$ cat config.mk
export PLATFORM = sky130hd
export DESIGN_NAME = vga_glyph_writer
export DESIGN_NICKNAME = d
export VERILOG_FILES = /design/src/rtl/vga_glyph_writer.sv
export SDC_FILE = /design/constraint.sdc
export NUM_CORES = 1
export LEC_CHECK = 0
export ABC_AREA = 1
export CAP_MARGIN = 20
export CORE_UTILIZATION = 45
export CTS_CLUSTER_DIAMETER = 60
export CTS_CLUSTER_SIZE = 24
export DETAILED_ROUTE_END_ITERATION = 7
export GPL_ROUTABILITY_DRIVEN = 0
export PLACE_DENSITY = 0.74
export SYNTH_ARGS = -nofsm -noshare
export SYNTH_HDL_FRONTEND = slang
export SYNTH_SLANG_ARGS = --single-unit
$ cat constraint.sdc
create_clock -name i_clk -period 6.15 [get_ports i_clk]
set_clock_uncertainty 0.05 [all_clocks]
set_input_delay 1.23 -clock i_clk [delete_from_list [all_inputs] [get_ports i_clk]]
set_output_delay 1.23 -clock i_clk [all_outputs]
set_load 0.05 [all_outputs]
$ cat src/rtl/vga_glyph_writer.sv
// Draws one 8x8 glyph into the 160x120 column-major VGA draw frame.
// A row bitmap is fetched from a registered font ROM, then emitted as one
// pixel per cycle on the frame write port.
// Ports:
//   i_clk, i_rst          clock, synchronous active-low reset
//   i_start               draw request, sampled only when idle
//   i_char_code           glyph index
//   i_glyph_x, i_glyph_y  top-left corner in virtual pixels
//   i_fg_color/bg_color   RGB for '1' / '0' glyph bits
//   i_transparent_bg      suppress writes of '0' bits
//   o_busy, o_done        glyph in progress / one-cycle completion pulse
//   o_font_rom_addr       {char_code, row}; i_font_rom_row valid one cycle later
//   o_wr_mem_address/data/o_wr_a_pixel  frame write port
module vga_glyph_writer #(
    parameter int unsigned VIRTUAL_PIXEL_WIDTH  = 160,
    parameter int unsigned VIRTUAL_PIXEL_HEIGHT = 120,
    parameter int unsigned GLYPH_SIZE           = 8
) (
    input  logic        i_clk,
    input  logic        i_rst,
    input  logic        i_start,
    input  logic [6:0]  i_char_code,
    input  logic [7:0]  i_glyph_x,
    input  logic [6:0]  i_glyph_y,
    input  logic [23:0] i_fg_color,
    input  logic [23:0] i_bg_color,
    input  logic        i_transparent_bg,
    output logic        o_busy,
    output logic        o_done,
    output logic [9:0]  o_font_rom_addr,
    input  logic [7:0]  i_font_rom_row,
    output logic [14:0] o_wr_mem_address,
    output logic [23:0] o_wr_mem_data,
    output logic        o_wr_a_pixel
);

    localparam logic [2:0] LAST_IDX = 3'(GLYPH_SIZE - 1);

    typedef enum logic [2:0] {
        S_IDLE,
        S_FETCH,
        S_WAIT,
        S_DRAW,
        S_DONE
    } state_t;

    state_t      r_state;
    logic [2:0]  r_row;
    logic [2:0]  r_col;
    logic [7:0]  r_shift;
    logic [6:0]  r_code;
    logic [7:0]  r_gx;
    logic [6:0]  r_gy;
    logic [23:0] r_fg;
    logic [23:0] r_bg;
    logic        r_transp;

    logic        r_busy;
    logic        r_done;
    logic [9:0]  r_rom_addr;
    logic        r_wr;
    logic [14:0] r_addr;
    logic [23:0] r_data;

    state_t      w_state_nxt;
    logic [2:0]  w_row_nxt;
    logic [2:0]  w_col_nxt;
    logic [7:0]  w_shift_nxt;
    logic [6:0]  w_code_nxt;
    logic [9:0]  w_rom_addr_nxt;
    logic        w_bit;
    logic [8:0]  w_px;
    logic [7:0]  w_py;
    logic        w_in_frame;
    logic        w_wr_nxt;
    logic [14:0] w_addr;
    logic [23:0] w_data;

    // Next state plus next-cycle outputs; all outputs are registered from these.
    always_comb begin
        w_state_nxt    = r_state;
        w_row_nxt      = r_row;
        w_col_nxt      = r_col;
        w_shift_nxt    = r_shift;
        w_code_nxt     = r_code;
        w_rom_addr_nxt = r_rom_addr;

        case (r_state)
            S_IDLE: begin
                w_code_nxt = i_char_code;
                if (i_start) begin
                    w_state_nxt = S_FETCH;
                    w_row_nxt   = 3'd0;
                    w_col_nxt   = 3'd0;
                end
            end
            S_FETCH: w_state_nxt = S_WAIT;
            S_WAIT: begin
                w_state_nxt = S_DRAW;
                w_shift_nxt = i_font_rom_row;
                w_col_nxt   = 3'd0;
            end
            S_DRAW: begin
                if (r_col == LAST_IDX) begin
                    if (r_row == LAST_IDX) begin
                        w_state_nxt = S_DONE;
                    end else begin
                        w_state_nxt = S_FETCH;
                        w_row_nxt   = r_row + 3'd1;
                    end
                end else begin
                    w_col_nxt = r_col + 3'd1;
                end
            end
            S_DONE:  w_state_nxt = S_IDLE;
            default: w_state_nxt = S_IDLE;
        endcase

        if (w_state_nxt == S_FETCH) begin
            w_rom_addr_nxt = {w_code_nxt, w_row_nxt};
        end

        // Pixel for the upcoming DRAW cycle; column 0 is the row's MSB.
        w_bit      = w_shift_nxt[3'd7 - w_col_nxt];
        w_px       = 9'(r_gx) + 9'(w_col_nxt);
        w_py       = 8'(r_gy) + 8'(w_row_nxt);
        w_in_frame = (w_px < 9'(VIRTUAL_PIXEL_WIDTH)) && (w_py < 8'(VIRTUAL_PIXEL_HEIGHT));
        w_wr_nxt   = (w_state_nxt == S_DRAW) && w_in_frame && (w_bit || !r_transp);
        w_addr     = 15'(w_px) * 15'(VIRTUAL_PIXEL_HEIGHT) + 15'(w_py);
        w_data     = w_bit ? r_fg : r_bg;
    end

    // State, counters, latched request and registered outputs.
    always_ff @(posedge i_clk) begin
        if (!i_rst) begin
            r_state    <= S_IDLE;
            r_row      <= 3'd0;
            r_col      <= 3'd0;
            r_shift    <= 8'd0;
            r_code     <= 7'd0;
            r_gx       <= 8'd0;
            r_gy       <= 7'd0;
            r_fg       <= 24'd0;
            r_bg       <= 24'd0;
            r_transp   <= 1'b0;
            r_busy     <= 1'b0;
            r_done     <= 1'b0;
            r_rom_addr <= 10'd0;
            r_wr       <= 1'b0;
            r_addr     <= 15'd0;
            r_data     <= 24'd0;
        end else begin
            r_state    <= w_state_nxt;
            r_row      <= w_row_nxt;
            r_col      <= w_col_nxt;
            r_shift    <= w_shift_nxt;
            r_code     <= w_code_nxt;
            if (r_state == S_IDLE && i_start) begin
                r_gx     <= i_glyph_x;
                r_gy     <= i_glyph_y;
                r_fg     <= i_fg_color;
                r_bg     <= i_bg_color;
                r_transp <= i_transparent_bg;
            end
            r_busy     <= (w_state_nxt != S_IDLE);
            r_done     <= (w_state_nxt == S_DONE);
            r_rom_addr <= w_rom_addr_nxt;
            r_wr       <= w_wr_nxt;
            // Address/data only move on real writes, so they never leave the frame.
            if (w_wr_nxt) begin
                r_addr <= w_addr;
                r_data <= w_data;
            end
        end
    end

    assign o_busy           = r_busy;
    assign o_done           = r_done;
    assign o_font_rom_addr  = r_rom_addr;
    assign o_wr_a_pixel     = r_wr;
    assign o_wr_mem_address = r_addr;
    assign o_wr_mem_data    = r_data;

endmodule
## Word-level counts from Yosys, hierarchy flattened

Index checks and enable logic that the tools add are counted.

| word-level totals | value |
|---|---|
| flip-flop bits (word level) | 140 |
| bits of input ports | 82 |
| output and inout port bits | 52 |

| operators by class | value |
|---|---|
| add/sub/neg operators | 6 |
| $mul | 1 |
| $lt $le $gt $ge | 3 |
| equality and inequality tests | 8 |
| mux-type cells | 16 |
| reduce and logical (&&, ||, !) cells | 8 |

Operator list:

| operator | count |
|---|---|
| $mux W24 | 1 |
| $mux W3 | 8 |
| $add A15 B8 Y15 | 1 |
| $mul A9 B4 Y12 const B | 1 |
| $pmux W3 S4 | 1 |
| $add A8 B3 Y9 | 1 |
| $eq A3 B2 Y1 const B | 3 |
| $eq A3 B3 Y1 const B | 3 |
| $lt A9 B8 Y1 const B | 1 |
| $pmux W3 S3 | 1 |
| $add A7 B3 Y8 | 1 |
| $lt A8 B7 Y1 const B | 1 |
| $mux W8 | 1 |
| $mux W7 | 1 |
| $add A3 B1 Y3 const B | 2 |
| $eq A3 B1 Y1 const B | 2 |
| $pmux W3 S2 | 1 |
| $logic_and A1 B1 Y1 | 4 |
| $lt A3 B4 Y1 const B | 1 |
| $bmux W1 S3 | 1 |
| $logic_not A3 Y1 | 1 |
| $reduce_bool A3 Y1 | 1 |
| $sub A3 B3 Y3 const A | 1 |
| $logic_not A1 Y1 | 1 |
| other kinds (2) | 2 |

## Depth between registers and ports, before layout

| depth | value |
|---|---|
| word-level depth | 9 |
| mapped depth | 35 |
| mapped depth without buffers | 35 |

## Worst setup path after synthesis

Ideal clock, no wire load.

| timing | value |
|---|---|
| path kind | input to register |
| start point | in i_start |
| end point | reg r_addr[14], in the netlist o_wr_mem_address[14] |
| library setup time | 0.109 ns |
| data arrival time | 5.397 ns |
| path slack | 0.594 ns |
| cell stages on the path | 24 |
| buffers on the path | 0 |
| path through | nor2_1 > nand3_1 > nand3_2 > ha_1 > fa_1 > xor2_1 > inv_1 > fa_1 > fa_1 > inv_1 > ha_1 > xor2_1 > ha_1 > nand2_1 > inv_1 > nand4_1 > nand3_1 > nand3_1 > nor2_1 > nand4_1 > nand2_1 > nand3_1 > nand2_1 > inv_1 |

| on the way | value |
|---|---|
| word-level cells in the longest chain between the ends | 7 |

Ends and longest elaborated chain:

| what | line | text |
|---|---|---|
| from (decl) | 21 | `input logic i_start,` |
| $mux W3 (*) | 91 | `if (i_start) begin` |
| $pmux W3 S3 (*) | 88 | `case (r_state)` |
| net w_col_nxt[0] | 67 | `logic [2:0] w_col_nxt;` |
| branches (longest 5 deep; another with $add A15 B8 Y15) | - |  |
| to (signal assigned) | 171 | `r_addr <= w_addr;` |
| to (decl) | 62 | `logic [14:0] r_addr;` |

Mark *: on every way through the listed nets, which the timed path passes. The select of a mux whose other input is x is not followed.
A chain may end at the register's enable or synchronous reset.

## Worst setup path after layout

| timing | value |
|---|---|
| start point | in i_start |
| end point | reg r_addr[13], in the netlist o_wr_mem_address[13] |

Same word-level chain as after synthesis.

==> qor_table.md <==
| Group | Result | Value |
|---|---|---|
| detailed routing | Initial DRC count | 458 |
| clock tree | CTS root buf | clkbuf_16 |
| min path | Worst hold-check path type | register to register |
| cells and area | Non-filler cells in the finished layout | 1405 |
| global routing | Largest net degree at the start of global routing | 59 |
| placement | Dpl cells | 1375 |
| floorplan | Chip Width | 130 µm |
| global routing | Global-route track usage on met2 | 36.3% |
| floorplan | Initial cell density of the core | 46.1% |
| pwr | Reported leakage power | 4.41 nW |
| floorplan | Die ar. | 16800 µm² |
| clock tree | Maximum count of clock buffers along a single path | 2 |
| floorplan | Die Y-Extent | 130 µm |
| timing | Highest attainable clock frequency | 0.172 GHz |
| global routing | Grt met1 use | 28.2% |
| worst setup path | Data arrival, critical path | 6.08 ns |
| clock tree | Number of buffers inserted to repair setup after CTS | 0 |
| timing | Max-slew headroom at the worst pin | 52.5% |
| synth | Post-synthesis cell area | 7320 µm² |
| pwr | Worst-case vdd ir drop | 233 µV |
| synth | Leading area contributor after synthesis | dfxtp_1 |
| min path | Hold-critical path depth | 2 |
| cells and area | Total inserted antenna cells | 0 |
| placement | Sum of net half-perimeters after detailed placement | 12.4 mm |
| detailed routing | Total detailed-routing wirelength | 17.8 mm |
| global routing | GR peak layer | met2 |
| clock tree | Number of levels the H-tree was split into | 4 |
| worst setup path | Capturing point of the worst reg2reg path | o_wr_mem_address[13]$_SDFFE_PN0P_ |
| cells and area | Final Util | 59.3% |
| global routing | Global-route wire length before repair | 29.2 mm |
| cells and area | Final #Nets | 1305 |
| timing | Period Utilization, post-route | 94.5% |
| timing | Hold Slack | 0.412 ns |
| synth | Synthesized area divided by synthesized cell count | 6.95 µm² |
| timing | Final critical delay including setup and external delays | 5.81 ns |
| clock tree | Clock Sinks | 140 |
| pwr | Total power consumption of the routed design | 3.07 mW |
| clock tree | Count of cells resized by post-cts repair | 0 |
| detailed routing | First-pass detailed-route iteration total | 6 |
| worst setup path | Start of the worst register-to-register path | r_col[0]$_SDFF_PN0_ |
| floorplan | Core outline area | 15900 µm² |
| global routing | Met3 Resource Use GR | 6.15% |
| synth | Sequential fraction of the synthesis area | 38.3% |
| worst setup path | Crit path capture type | register |
| clock tree | CTS Hold Buffers Added | 0 |
| floorplan | Io pins | 134 |
| placement | Buffers added on ports | 133 |
| worst setup path | Number of cells on the worst reg-to-reg path | 24 |
| detailed routing | Vias per cell | 4.82 |
| global routing | Total track usage | 22.4% |
| detailed routing | DRC violations left | 0 |
| synth | Proportion of netlist area held by the largest area contributor | 38.3% |
| detailed routing | Total vias in the final route | 6766 |
| job | MaxCap Viol Count | 0 |
| global routing | Vias in the first global route | 6176 |
| timing | Final number of max-transition violations | 0 |
| clock tree | Reg clk slew, reported paths | 0.06 ns |
| synth | Post-Syn Nets | 1180 |
| timing | Tightest Pin Transition | 0.711 ns |
| timing | Unrepaired setup endpoints after global routing | false |
| synth | Ys Warns | 0 |
| clock tree | Latest clock arrival within the worst-skew pair | 0.43 ns |
| timing | Final Hold Viols | 0 |
| pwr | Power per Cell Area | 326 nW/µm² |
| clock tree | TritonCTS buffer count | 17 |
| global routing | Initial antenna violation count | 0 |
| synth | Number of distinct library cells after synthesis | 33 |
| detailed routing | Average wire per standard cell | 12.7 µm |
| status | Outcome | completed |
| synth | Total of flip-flops plus latches after synthesis | 140 |
| cells and area | Layout area overhead | 28.7% |
| clock tree | CTS tree | yes |
| worst setup path | Critical path peak fanout | 5 |
| timing | Number of endpoints failing setup at the final stage | 0 |
| synth | Gate count of the mapped netlist | 1053 |
| worst setup path | R2R Setup Slk | 0.86 ns |
| global routing | GRT Residual Overflow | 0 |
| worst setup path | Type of origin of the critical path | input port |
| min path | Hold Path Origin | r_fg[19]$_SDFFE_PN0P_ |
| detailed routing | Antenna Nets Post-Route | 0 |
| cells and area | Proportion of layout cells with a drive suffix above 1 | 5.89% |
| worst setup path | Startpoint-to-endpoint class of the critical path | input port to register |
| worst setup path | CP required | 6.41 ns |
| timing | Setup TNS | 0 ns |
| synth | Largest cells by area after synthesis | dfxtp_1, nand2_1, a21oi_1 |
| floorplan | Number of cell rows | 46 |
| min path | WHS Endpoint | r_fg[19]$_SDFFE_PN0P_ |
-- registers in the layout, summed over array words and instances (netlist names), 3 cells and up --
register,flops
o_wr_mem_data,24
r_bg,24
r_fg,24
o_wr_mem_address,15
o_font_rom_addr,10
r_gx,8
r_shift,8
r_code,7
r_gy,7
r_col,3
r_row,3
r_state,3
-- Yosys cell counts (all sizes together) --
cell	n
a21oi	93
nor2	118
nand3b	5
xor2	19
nand2	330
dfxtp	140
inv	121
clkbuf	33
nand3	75
nand4	12
a211oi	7
xnor2	4
a31oi	2
or2	2
a21o	1
fa	14
o211ai	1
mux2i	7
o21ai	19
buf	15
ha	31
o21bai	3
and2	1
-- placed cells by master, fill, tap and decap left out, types with 2 or more instances in the layout --
master,n
nand2_1,325
dfxtp_1,140
clkdlybuf4s50_1,132
nor2_1,115
inv_1,114
a21oi_1,93
nand3_1,69
ha_1,31
buf_4,20
xor2_1,19
clkbuf_16,17
o21ai_0,14
fa_1,14
nand4_1,12
mux2i_1,7
a211oi_1,7
inv_2,7
nand3_2,6
nand3b_1,5
o21ai_1,5
clkbuf_1,5
xnor2_1,4
nand2_2,3
o21bai_1,3
a31oi_1,2
nor2_2,2
or2_2,2
nand2_4,2
clkinv_2,2
clkbuf_8,2
clkinvlp_4,2
-- power breakdown --
group	total [mW]	switching (mW)	leakage [nW]	internal [mW]
Combinational	1.05	0.667	3.00	0.383
Sequential	1.07	0.0558	1.15	1.01
Clock	0.949	0.377	0.257	0.572
-- area by class of cell --
cell class	instances	area [µm²]
Sequential cell	140	2800
Multi-Input combinational cell	744	3860
Inverter	121	454
Tap cell	216	270
Timing Repair Buffer	154	1500
Clock buffer	24	472
Fill cell	1485	6470
Clock inverter	6	63.8
-- logic make-up after synthesis --
logic type	count (synthesis)	share of synthesized area [%]
buf+inv	169	9.15
mux	7	0.957
compound gates	126	9.06
flops	140	38.3
fa+ha+maj	45	9.13
xor+xnor	23	2.75
simple gates	543	30.7
-- per-layer routing --
metal | vias up | wire length (µm)
met5 | - | 0
met2 | 173 | 8220
met3 | 27 | 1070
met1 | 3016 | 8080
li1 | 3550 | -
met4 | 0 | 406
-- worst max-delay path by stage --
stage	from	end	slack (ns)	depth (start not counted)
final	i_start	o_wr_mem_address[13]$_SDFFE_PN0P_	0.34	23
after global routing	i_start	o_wr_mem_address[13]$_SDFFE_PN0P_	0.005	29
after floorplan	i_start	o_wr_mem_address[14]$_SDFFE_PN0P_	0.59	24
after global placement	i_start	o_wr_mem_address[13]$_SDFFE_PN0P_	0.08	31
after detailed placement	i_start	o_wr_mem_address[13]$_SDFFE_PN0P_	-0.01	31
after CTS	i_start	o_wr_mem_address[13]$_SDFFE_PN0P_	0.37	23
-- metrics by stage --
stage,cell area (µm²),worst slack [ns]
floorplan,7320,0.594
detailed placement,8880,-0.0135
finish,9420,0.339
global placement,8880,0.0841
global route,9420,0.00548
CTS,9410,0.368
-- worst max-delay path, stage by stage --
cell             delay [ns]
clkdlybuf4s50_1        0.50
nor2_1                 0.06
nand3_1                0.10
nand3_2                0.10
ha_1                   0.22
fa_1                   0.41
xor2_1                 0.18
buf_4                  0.16
fa_1                   0.48
fa_1                   0.52
fa_1                   0.51
ha_1                   0.38
nand2_1                0.07
o21ai_0                0.25
nand2_1                0.08
nand2_1                0.08
nand3_1                0.11
nor2_1                 0.21
nand4_1                0.13
nand2_1                0.09
nand3_1                0.07
nand2_1                0.08
nor2_1                 0.04
No activity file was read; power rests on OpenSTA's default activity.
